$ cat src/rtl/riscv_pkg.sv
// Shared RISC-V load/store definitions: funct3 encodings, LSU FSM states,
// the latched request record and the request legality check.
package riscv_pkg;

    typedef enum logic [2:0] {
        F3_B  = 3'b000,
        F3_H  = 3'b001,
        F3_W  = 3'b010,
        F3_BU = 3'b100,
        F3_HU = 3'b101
    } funct3_e;

    typedef enum logic [1:0] {
        IDLE  = 2'd0,
        READ  = 2'd1,
        WRITE = 2'd2,
        RESP  = 2'd3
    } lsu_state_e;

    typedef struct packed {
        logic        we;
        logic [2:0]  funct3;
        logic [31:0] addr;
        logic [31:0] wdata;
    } lsu_req_t;

    // Illegal encoding for the direction, or address not aligned to the access size.
    function automatic logic lsu_req_err(input logic we, input logic [2:0] f3, input logic [1:0] off);
        logic legal;
        logic mis;
        if (we) legal = (f3 == F3_B) || (f3 == F3_H) || (f3 == F3_W);
        else    legal = (f3 == F3_B) || (f3 == F3_H) || (f3 == F3_W) ||
                        (f3 == F3_BU) || (f3 == F3_HU);
        case (f3[1:0])
            2'b01:   mis = off[0];
            2'b10:   mis = |off;
            default: mis = 1'b0;
        endcase
        return !legal || mis;
    endfunction

endpackage

$ cat src/rtl/load_store_unit_if.sv
// Request/response handshake plus data-memory port of the load/store unit.
interface load_store_unit_if;
    logic        req_valid;
    logic        req_ready;
    logic        req_we;
    logic [2:0]  funct3;
    logic [31:0] addr;
    logic [31:0] wdata;
    logic        resp_valid;
    logic [31:0] rdata;
    logic        resp_err;
    logic [31:0] mem_addr;
    logic        mem_we;
    logic [31:0] mem_wdata;
    logic [31:0] mem_rdata;

    modport slave (
        input  req_valid, req_we, funct3, addr, wdata, mem_rdata,
        output req_ready, resp_valid, rdata, resp_err, mem_addr, mem_we, mem_wdata
    );

    modport master (
        output req_valid, req_we, funct3, addr, wdata, mem_rdata,
        input  req_ready, resp_valid, rdata, resp_err, mem_addr, mem_we, mem_wdata
    );
endinterface

$ cat src/rtl/lsu_align.sv
// Byte/halfword lane handling: load extraction with sign/zero extension and
// read-modify-write merge of sub-word store data into the old memory word.
module lsu_align
    import riscv_pkg::*;
(
    input  logic [2:0]  funct3,
    input  logic [1:0]  byte_off,
    input  logic [31:0] ld_word,
    input  logic [31:0] old_word,
    input  logic [31:0] st_data,
    output logic [31:0] ld_data,
    output logic [31:0] st_word
);
    logic [7:0]  ld_byte;
    logic [15:0] ld_half;

    // Select the addressed lane and extend it according to the load type.
    always_comb begin
        ld_byte = ld_word[{byte_off, 3'b000} +: 8];
        ld_half = ld_word[{byte_off[1], 4'b0000} +: 16];
        case (funct3)
            F3_B:    ld_data = {{24{ld_byte[7]}}, ld_byte};
            F3_H:    ld_data = {{16{ld_half[15]}}, ld_half};
            F3_W:    ld_data = ld_word;
            F3_BU:   ld_data = {24'h0, ld_byte};
            F3_HU:   ld_data = {16'h0, ld_half};
            default: ld_data = 32'h0;
        endcase
    end

    // Replace only the addressed lane; a word store overwrites everything.
    always_comb begin
        st_word = old_word;
        case (funct3)
            F3_B:    st_word[{byte_off, 3'b000} +: 8]     = st_data[7:0];
            F3_H:    st_word[{byte_off[1], 4'b0000} +: 16] = st_data[15:0];
            F3_W:    st_word = st_data;
            default: st_word = old_word;
        endcase
    end
endmodule

$ cat src/rtl/load_store_unit.sv
// Single-outstanding load/store unit. Sub-word stores do a read-modify-write
// of the target word; errored requests respond without touching memory.
module load_store_unit
    import riscv_pkg::*;
(
    input logic               clk,
    input logic               rst_n,
    load_store_unit_if.slave  bus
);
    lsu_state_e  state;
    lsu_req_t    req_q;
    logic [31:0] old_q;
    logic        resp_valid_q;
    logic        resp_err_q;
    logic [31:0] rdata_q;
    logic [31:0] ld_data;
    logic [31:0] st_word;

    lsu_align u_align (
        .funct3   (req_q.funct3),
        .byte_off (req_q.addr[1:0]),
        .ld_word  (bus.mem_rdata),
        .old_word (old_q),
        .st_data  (req_q.wdata),
        .ld_data  (ld_data),
        .st_word  (st_word)
    );

    assign bus.req_ready  = (state == IDLE);
    // Write strobe decoded from the state register alone so reset kills it at once.
    assign bus.mem_we     = (state == WRITE);
    assign bus.mem_addr   = {req_q.addr[31:2], 2'b00};
    assign bus.mem_wdata  = st_word;
    assign bus.resp_valid = resp_valid_q;
    assign bus.resp_err   = resp_err_q;
    assign bus.rdata      = rdata_q;

    // Request FSM; response outputs are registered on entry to RESP and cleared otherwise.
    always_ff @(posedge clk or negedge rst_n) begin
        if (!rst_n) begin
            state        <= IDLE;
            req_q        <= '0;
            old_q        <= '0;
            resp_valid_q <= 1'b0;
            resp_err_q   <= 1'b0;
            rdata_q      <= '0;
        end else begin
            resp_valid_q <= 1'b0;
            resp_err_q   <= 1'b0;
            rdata_q      <= '0;
            case (state)
                IDLE: begin
                    if (bus.req_valid) begin
                        req_q <= '{we: bus.req_we, funct3: bus.funct3,
                                   addr: bus.addr, wdata: bus.wdata};
                        if (lsu_req_err(bus.req_we, bus.funct3, bus.addr[1:0])) begin
                            state        <= RESP;
                            resp_valid_q <= 1'b1;
                            resp_err_q   <= 1'b1;
                        end else if (bus.req_we && (bus.funct3 == F3_W)) begin
                            state <= WRITE;
                        end else begin
                            state <= READ;
                        end
                    end
                end
                READ: begin
                    old_q <= bus.mem_rdata;
                    if (req_q.we) begin
                        state <= WRITE;
                    end else begin
                        state        <= RESP;
                        resp_valid_q <= 1'b1;
                        rdata_q      <= ld_data;
                    end
                end
                WRITE: begin
                    state        <= RESP;
                    resp_valid_q <= 1'b1;
                end
                RESP:    state <= IDLE;
                default: state <= IDLE;
            endcase
        end
    end
endmodule

$ cat src/flat_wrapper.sv
// flat-port wrapper written by rule: the top's interface ports become plain ports
module load_store_unit_flat import riscv_pkg::*;
  (clk, rst_n, bus_req_valid, bus_req_we, bus_funct3, bus_addr, bus_wdata, bus_mem_rdata, bus_req_ready, bus_resp_valid, bus_rdata, bus_resp_err, bus_mem_addr, bus_mem_we, bus_mem_wdata);
  load_store_unit_if bus_i ();
  input logic clk;
  input logic rst_n;
  input wire logic [$bits(bus_i.req_valid)-1:0] bus_req_valid;
  input wire logic [$bits(bus_i.req_we)-1:0] bus_req_we;
  input wire logic [$bits(bus_i.funct3)-1:0] bus_funct3;
  input wire logic [$bits(bus_i.addr)-1:0] bus_addr;
  input wire logic [$bits(bus_i.wdata)-1:0] bus_wdata;
  input wire logic [$bits(bus_i.mem_rdata)-1:0] bus_mem_rdata;
  output wire logic [$bits(bus_i.req_ready)-1:0] bus_req_ready;
  output wire logic [$bits(bus_i.resp_valid)-1:0] bus_resp_valid;
  output wire logic [$bits(bus_i.rdata)-1:0] bus_rdata;
  output wire logic [$bits(bus_i.resp_err)-1:0] bus_resp_err;
  output wire logic [$bits(bus_i.mem_addr)-1:0] bus_mem_addr;
  output wire logic [$bits(bus_i.mem_we)-1:0] bus_mem_we;
  output wire logic [$bits(bus_i.mem_wdata)-1:0] bus_mem_wdata;
  assign bus_i.req_valid = bus_req_valid;
  assign bus_i.req_we = bus_req_we;
  assign bus_i.funct3 = bus_funct3;
  assign bus_i.addr = bus_addr;
  assign bus_i.wdata = bus_wdata;
  assign bus_i.mem_rdata = bus_mem_rdata;
  assign bus_req_ready = bus_i.req_ready;
  assign bus_resp_valid = bus_i.resp_valid;
  assign bus_rdata = bus_i.rdata;
  assign bus_resp_err = bus_i.resp_err;
  assign bus_mem_addr = bus_i.mem_addr;
  assign bus_mem_we = bus_i.mem_we;
  assign bus_mem_wdata = bus_i.mem_wdata;
  load_store_unit u_core (.clk(clk), .rst_n(rst_n), .bus(bus_i));
endmodule
$ cat config.mk
export PLATFORM = sky130hd
export DESIGN_NAME = load_store_unit_flat
export DESIGN_NICKNAME = d
export VERILOG_FILES = /design/src/rtl/riscv_pkg.sv /design/src/rtl/load_store_unit_if.sv /design/src/rtl/lsu_align.sv /design/src/rtl/load_store_unit.sv /design/src/flat_wrapper.sv
export SDC_FILE = /design/constraint.sdc
export NUM_CORES = 1
export LEC_CHECK = 0
export BUFFER_PORTS_ARGS = -buffer_cell sky130_fd_sc_hd__buf_2
export CORE_MARGIN = 2
export CORE_UTILIZATION = 52
export CTS_CLUSTER_SIZE = 10
export DETAILED_ROUTE_END_ITERATION = 12
export MAX_ROUTING_LAYER = met4
export PLACE_DENSITY = 0.91
export SLEW_MARGIN = 20
export SYNTH_ARGS = -nofsm -noshare
export SYNTH_HDL_FRONTEND = slang
export SYNTH_SLANG_ARGS = --single-unit
$ cat constraint.sdc
create_clock -name clk -period 2.9 [get_ports clk]
set_clock_uncertainty 0.05 [all_clocks]
set_input_delay 0.435 -clock clk [delete_from_list [all_inputs] [get_ports clk]]
set_output_delay 0.435 -clock clk [all_outputs]
set_load 0.02 [all_outputs]
* Word-level counts from Yosys, hierarchy flattened
Cells that the tools add are included.
** Cells by class
- $add $sub $neg :: 2
- Equality and inequality tests :: 14
- Shifts and indexed selects :: 6
- Muxes and demuxes :: 22
- Reduce and logical (&&, ||, !) cells :: 12
** Operators with widths (count)
- $pmux W32 S5 :: 1
- $pmux W32 S3 :: 1
- $bwmux W32 :: 2
- $mux W32 :: 2
- $shift A16 B7 Y32 const A :: 1
- $shift A8 B7 Y32 const A :: 1
- $shiftx A16 B7 Y32 :: 1
- $shiftx A32 B6 Y16 :: 1
- $shiftx A32 B6 Y8 :: 1
- $shiftx A8 B7 Y32 :: 1
- $neg A5 Y7 :: 2
- $eq A3 B3 Y1 const B :: 4
- $mux W1 :: 10
- $pmux W2 S4 :: 1
- $eq A2 B2 Y1 const B :: 3
- $eq A3 B1 Y1 const B :: 2
- $eq A3 B2 Y1 const B :: 2
- $logic_not A3 Y1 :: 2
- $mux W2 :: 3
- $logic_or A1 B1 Y1 :: 5
- $eq A2 B1 Y1 const B :: 2
- $pmux W1 S3 :: 1
- $logic_not A2 Y1 :: 1
- $ne A2 B2 Y1 const B :: 1
- 5 further kinds :: 5
** Word-level totals
- Flip-flop bits (word level) :: 136
- Output and inout bits :: 100

* Depth between registers and ports, before layout
- Word-level depth :: 13
- Depth in mapped cells :: 9
- Depth with buffers taken out :: 6

* Hierarchy
Synthesis repeated with hierarchy kept, for this count alone.
** Second synthesis, totals
- Cells, all modules :: 655
- Area total of the unflattened synthesis :: 7474.7 sq um
** By module, submodules not included
- load_store_unit :: times used 1, cells each 349, area each 5461.5 sq um
- lsu_align :: times used 1, cells each 306, area each 2013.2 sq um

* Worst setup path after synthesis
No wires, ideal clock.
- Path type :: reg2out
- Start point :: reg u_core.req_q[33] (netlist name)
- End point :: out bus_mem_wdata[7]
- Arrival :: 2.332 ns
- Data required time :: 2.415 ns
- Path slack :: 0.083 ns
- Cell stages (with the launch flop) :: 10
- Path through :: dfrtp_1 buf_6 clkbuf_1 inv_1 ha_1 nor4bb_1 clkbuf_1 a21boi_0 o22ai_1 o211a_1
** Between the ends
- Cells in the longest elaborated chain, start to end :: 4
- Elaborated cells between the ends (all ways) :: 9
- Those cells by class :: add/sub (2); shift (4); mux (3)
** RTL lines
- start: declaration :: RTL line load_store_unit.sv:11 : lsu_req_t req_q;
- start signal: assignment :: RTL line load_store_unit.sv:54 : req_q <= '{we: bus.req_we, funct3: bus.funct3,
- $neg A5 Y7 (on tied branches) :: RTL line lsu_align.sv:36, lsu_align.sv:35
- $shiftx A16 B7 Y32 (tied with other cells) :: RTL line lsu_align.sv:36 : F3_H: st_word[{byte_off[1], 4'b0000} +: 16] = st_data[15:0];
- $bwmux W32 (on tied branches) :: RTL line lsu_align.sv:36, lsu_align.sv:35
- $pmux W32 S3 (*) :: RTL line lsu_align.sv:34 : case (funct3)
- end: declaration :: RTL line flat_wrapper.sv:19 : output wire logic [$bits(bus_i.mem_wdata)-1:0] bus_mem_wdata;
Mark *: on every way between the ends. The rest lies on a longest branch, timed or not.

* Worst setup path in the final report
- Start point :: reg u_core.req_q[33] (netlist name)
- End point :: out bus_mem_wdata[28]
Same word-level chain as after synthesis.

==> summary.md <==
| Metric | Value |
|---|---|
| Global routing's busiest layer | met2 |
| Maximum vdd drop | between 0.8 and 0.9 mV |
| DRC viols | 0 |
| Grt ovf | 0 |
| Area of the multi-input gates | between 3000 and 4000 sq um |
| Tot Pwr | 11600 uW |
| Unique masters post-synth | 56 |
| Critical Path End Type | primary output |
| Layout Cell Area excl Fill | 8680 sq um |
| Crit path time final | around 2.8 ns |
| PortBufs | 200 |
| First-pass GRT wire length | between 20000 and 30000 microns |
| DP HPWL | between 10000 and 15000 microns |
| Area after DPL | roughly 7900 sq um |
| Seq/Total Area, Yosys | 0.489 |
| Avg WL per Cell | 20.0 microns |
| Post-DRT Antenna Nets | 0 |
| FF-to-FF End | u_core.bus.rdata[4]$_DFF_PN0_ |
| Setup violators final | 0 |
| GRT met1 Usage | 0.374 |
| Clock Sinks | 136 |
| DR pass1 iterations | 5 |
| Vias in the first global route | approximately 5500 |
| Total CTS buffers | 17 |
| Initial drt markers | about 530 |
| Largest net degree at the start of global routing | ~110 |
| Synth Instances | 611 |
| WP data required | between 2 and 2.5 ns |
| Synth top area cells | dfrtp_1 (49%), mux2_2 (16%), buf_4 (3.4%) |
| Most frequent cells in the layout | buf_2 (198), dfrtp_1 (133), mux2_2 (98), a21oi_1 (47), nand2_1 (30) |
| Area delta synth->final | 24.7% |
| Routing usage on met2 | 0.430 |
| Met3 usage | 0.0509 |
| Setup Crit Path Kind | flop to primary output |
| Power Density | 1340 nW/um^2 |
| F_max | around 360 MHz |
| Initial core utilization | 0.530 |
| Post-synth top area cell | dfrtp_1 |
| Clock tree buffer depth | 2 |
| Reg2reg start | u_core.req_q[66]$_DFFE_PN0P_ |
| Nets | ~900 |
| Status | complete, no violations |
| Ports | approximately 200 |
| Die area | roughly 14000 sq um |
| Share of layout cells above drive strength 1 | 0.479 |
| Core ar. | 13100 sq um |
| CTS tree | done |
| Fin crit share | 0.970 |
| Fill count | 1031 |
| Ys flop type | dfrtp_1 |
| Leakage | roughly 0.0042 uW |
| Total Wirelength | slightly below 20000 microns |
| Worst Path Max Fanout | 7 |
| Max-Cap Viols | 0 |
| Hold WS | slightly below 0.07 ns |
| CP arrival | between 2 and 2.5 ns |
| Die Height | between 100 and 150 microns |
| Fraction of registers with async set/reset | 1.00 |
| Synth Cell Area | roughly 7000 sq um |
| Hold Crit Class | primary input to async pin |
| Register bit total from synthesis | 136 |
| Clk pin slew, worst setup/hold paths | roughly 0.06 ns |
| Share of the synthesized area in the top cell type | 0.489 |
| Placed insts | roughly 940 |
| Vias | ~5700 |
| Ys Warns | 0 |
| Final GP Congestion | about 1 |
| R2R depth | 6 |
| Max-slew violations | 0 |
| Final hold viol count | 0 |
| Clock Latency Late Sink | 0.42 ns |
| Reg area | ~3400 sq um |
| H-tree levels | 4 |
| Slew headroom | 0.368 |
| Worst-Margin Slew | between 0.9 and 1 ns |
| Crit. Startpoint | u_core.req_q[33]$_DFFE_PN0P_ |
| Fin cells | about 980 |
| EDFF count, synth | 0 |
| Reg-to-reg setup timing slack | between 0.6 and 0.7 ns |
| Syn avg cell area | about 11 sq um |
| Crit start category | flop |
| Critical Path Sink | bus_mem_wdata[28] |
| Vias per cell | 5.83 |
| Num rows | 42 |
| N_diodes | 0 |
| Die Width | 120 microns |
| Clk root buf | clkbuf_16 |
| GRT Overall Usage | 0.283 |
| Most common cell after layout, fill and taps aside | buf_2 |
| Antenna violations before repair | 0 |
==> cells in the mapped netlist, drive strengths merged, types with 2 or more instances <==
| cell | instances |
|---|---|
| a21boi | 6 |
| a21o | 6 |
| a21oi | 48 |
| a221o | 18 |
| a221oi | 2 |
| a22o | 9 |
| a22oi | 15 |
| a32oi | 3 |
| and3 | 4 |
| buf | 52 |
| clkbuf | 19 |
| dfrtp | 136 |
| ha | 12 |
| inv | 17 |
| mux2 | 98 |
| mux2i | 11 |
| nand2 | 31 |
| nand2b | 11 |
| nand3 | 2 |
| nand4b | 5 |
| nor2 | 19 |
| nor2b | 4 |
| nor3 | 11 |
| nor4bb | 2 |
| o211a | 6 |
| o21a | 6 |
| o21ai | 27 |
| o221ai | 3 |
| o22ai | 9 |
| o31ai | 2 |
| or2 | 2 |
==> kinds of logic after synthesis <==
family | count (synthesis) | share of synthesized area
AO/OA/AOI/OAI | 164 | 0.164
flip-flops | 136 | 0.489
multiplexers | 110 | 0.177
AND/OR/NAND/NOR | 100 | 0.0788
buffers and inverters | 88 | 0.0695
adder cells (fa/ha/maj) | 12 | 0.0216
other | 1 | 0.000538
==> what timing repair did <==
action / in CTS / in global routing
pin swaps: 0 / 2
endpoints found under the setup margin: 18 / 27
resized for setup: 5 / 17
hold buffers: 0 / 0
buffers inserted: 0 / 7
hold endpoints to repair: 0 / 0
==> metrics by stage <==
step	setup slack [ns]	TNS [ns]	utilization
after floorplan	0.0828	0	-
after global placement	0.369	0	0.605
after detailed placement	0.345	0	0.605
after CTS	0.0153	0	0.652
after global routing	-0.0231	-0.0328	0.661
final	0.0874	0	0.661
==> final cells by class <==
type,count,share of cell area
clock buffer,18,0.0506
clock inverter,14,0.0197
inverter,17,0.00735
multi-input combinational,388,0.362
sequential,136,0.392
tap,176,0.0254
timing repair buffer,226,0.143
==> registers in the layout (all words and copies together) (netlist names) <==
register,flops
u_core.bus.resp_err,1
u_core.bus.rdata,32
u_core.old_q,32
u_core.req_q,38
u_core.bus.resp_valid,1
u_core.bus.mem_addr,30
u_core.state,2
==> metal layers <==
metal  up-vias  routed length [microns]
met5         -                        0
met4         0                      722
met3        54                     1470
met2       319                     8960
met1      2746                     8320
li1       2563                        -
==> where the power goes <==
part	internal (uW)	switching, uW	total, uW
registers	2720	812	3530
clock network	1380	849	2230
logic	2580	3270	5850
total	6670	4940	11600
==> worst min path at each step <==
stage                                        start                                   to  slack [ns]
2_1_floorplan                                rst_n  u_core.bus.mem_addr[10]$_DFFE_PN0P_        0.09
3_3_place_gp   u_core.bus.mem_addr[14]$_DFFE_PN0P_  u_core.bus.mem_addr[14]$_DFFE_PN0P_        0.43
3_5_place_dp   u_core.bus.mem_addr[17]$_DFFE_PN0P_  u_core.bus.mem_addr[17]$_DFFE_PN0P_        0.44
4_1_cts                                      rst_n         u_core.req_q[30]$_DFFE_PN0P_        0.14
5_1_grt                                      rst_n         u_core.req_q[30]$_DFFE_PN0P_        0.15
6_report                                     rst_n         u_core.req_q[30]$_DFFE_PN0P_        0.07
==> critical path, cell delays in order (launching register included) <==
cell     delay [ns]
dfrtp_1        0.41
inv_2          0.14
ha_2           0.27
nor2_1         0.07
and4_2         0.30
a221o_1        0.37
a22o_1         0.19
buf_2          0.16
No activity file was read; power rests on OpenSTA's default activity.
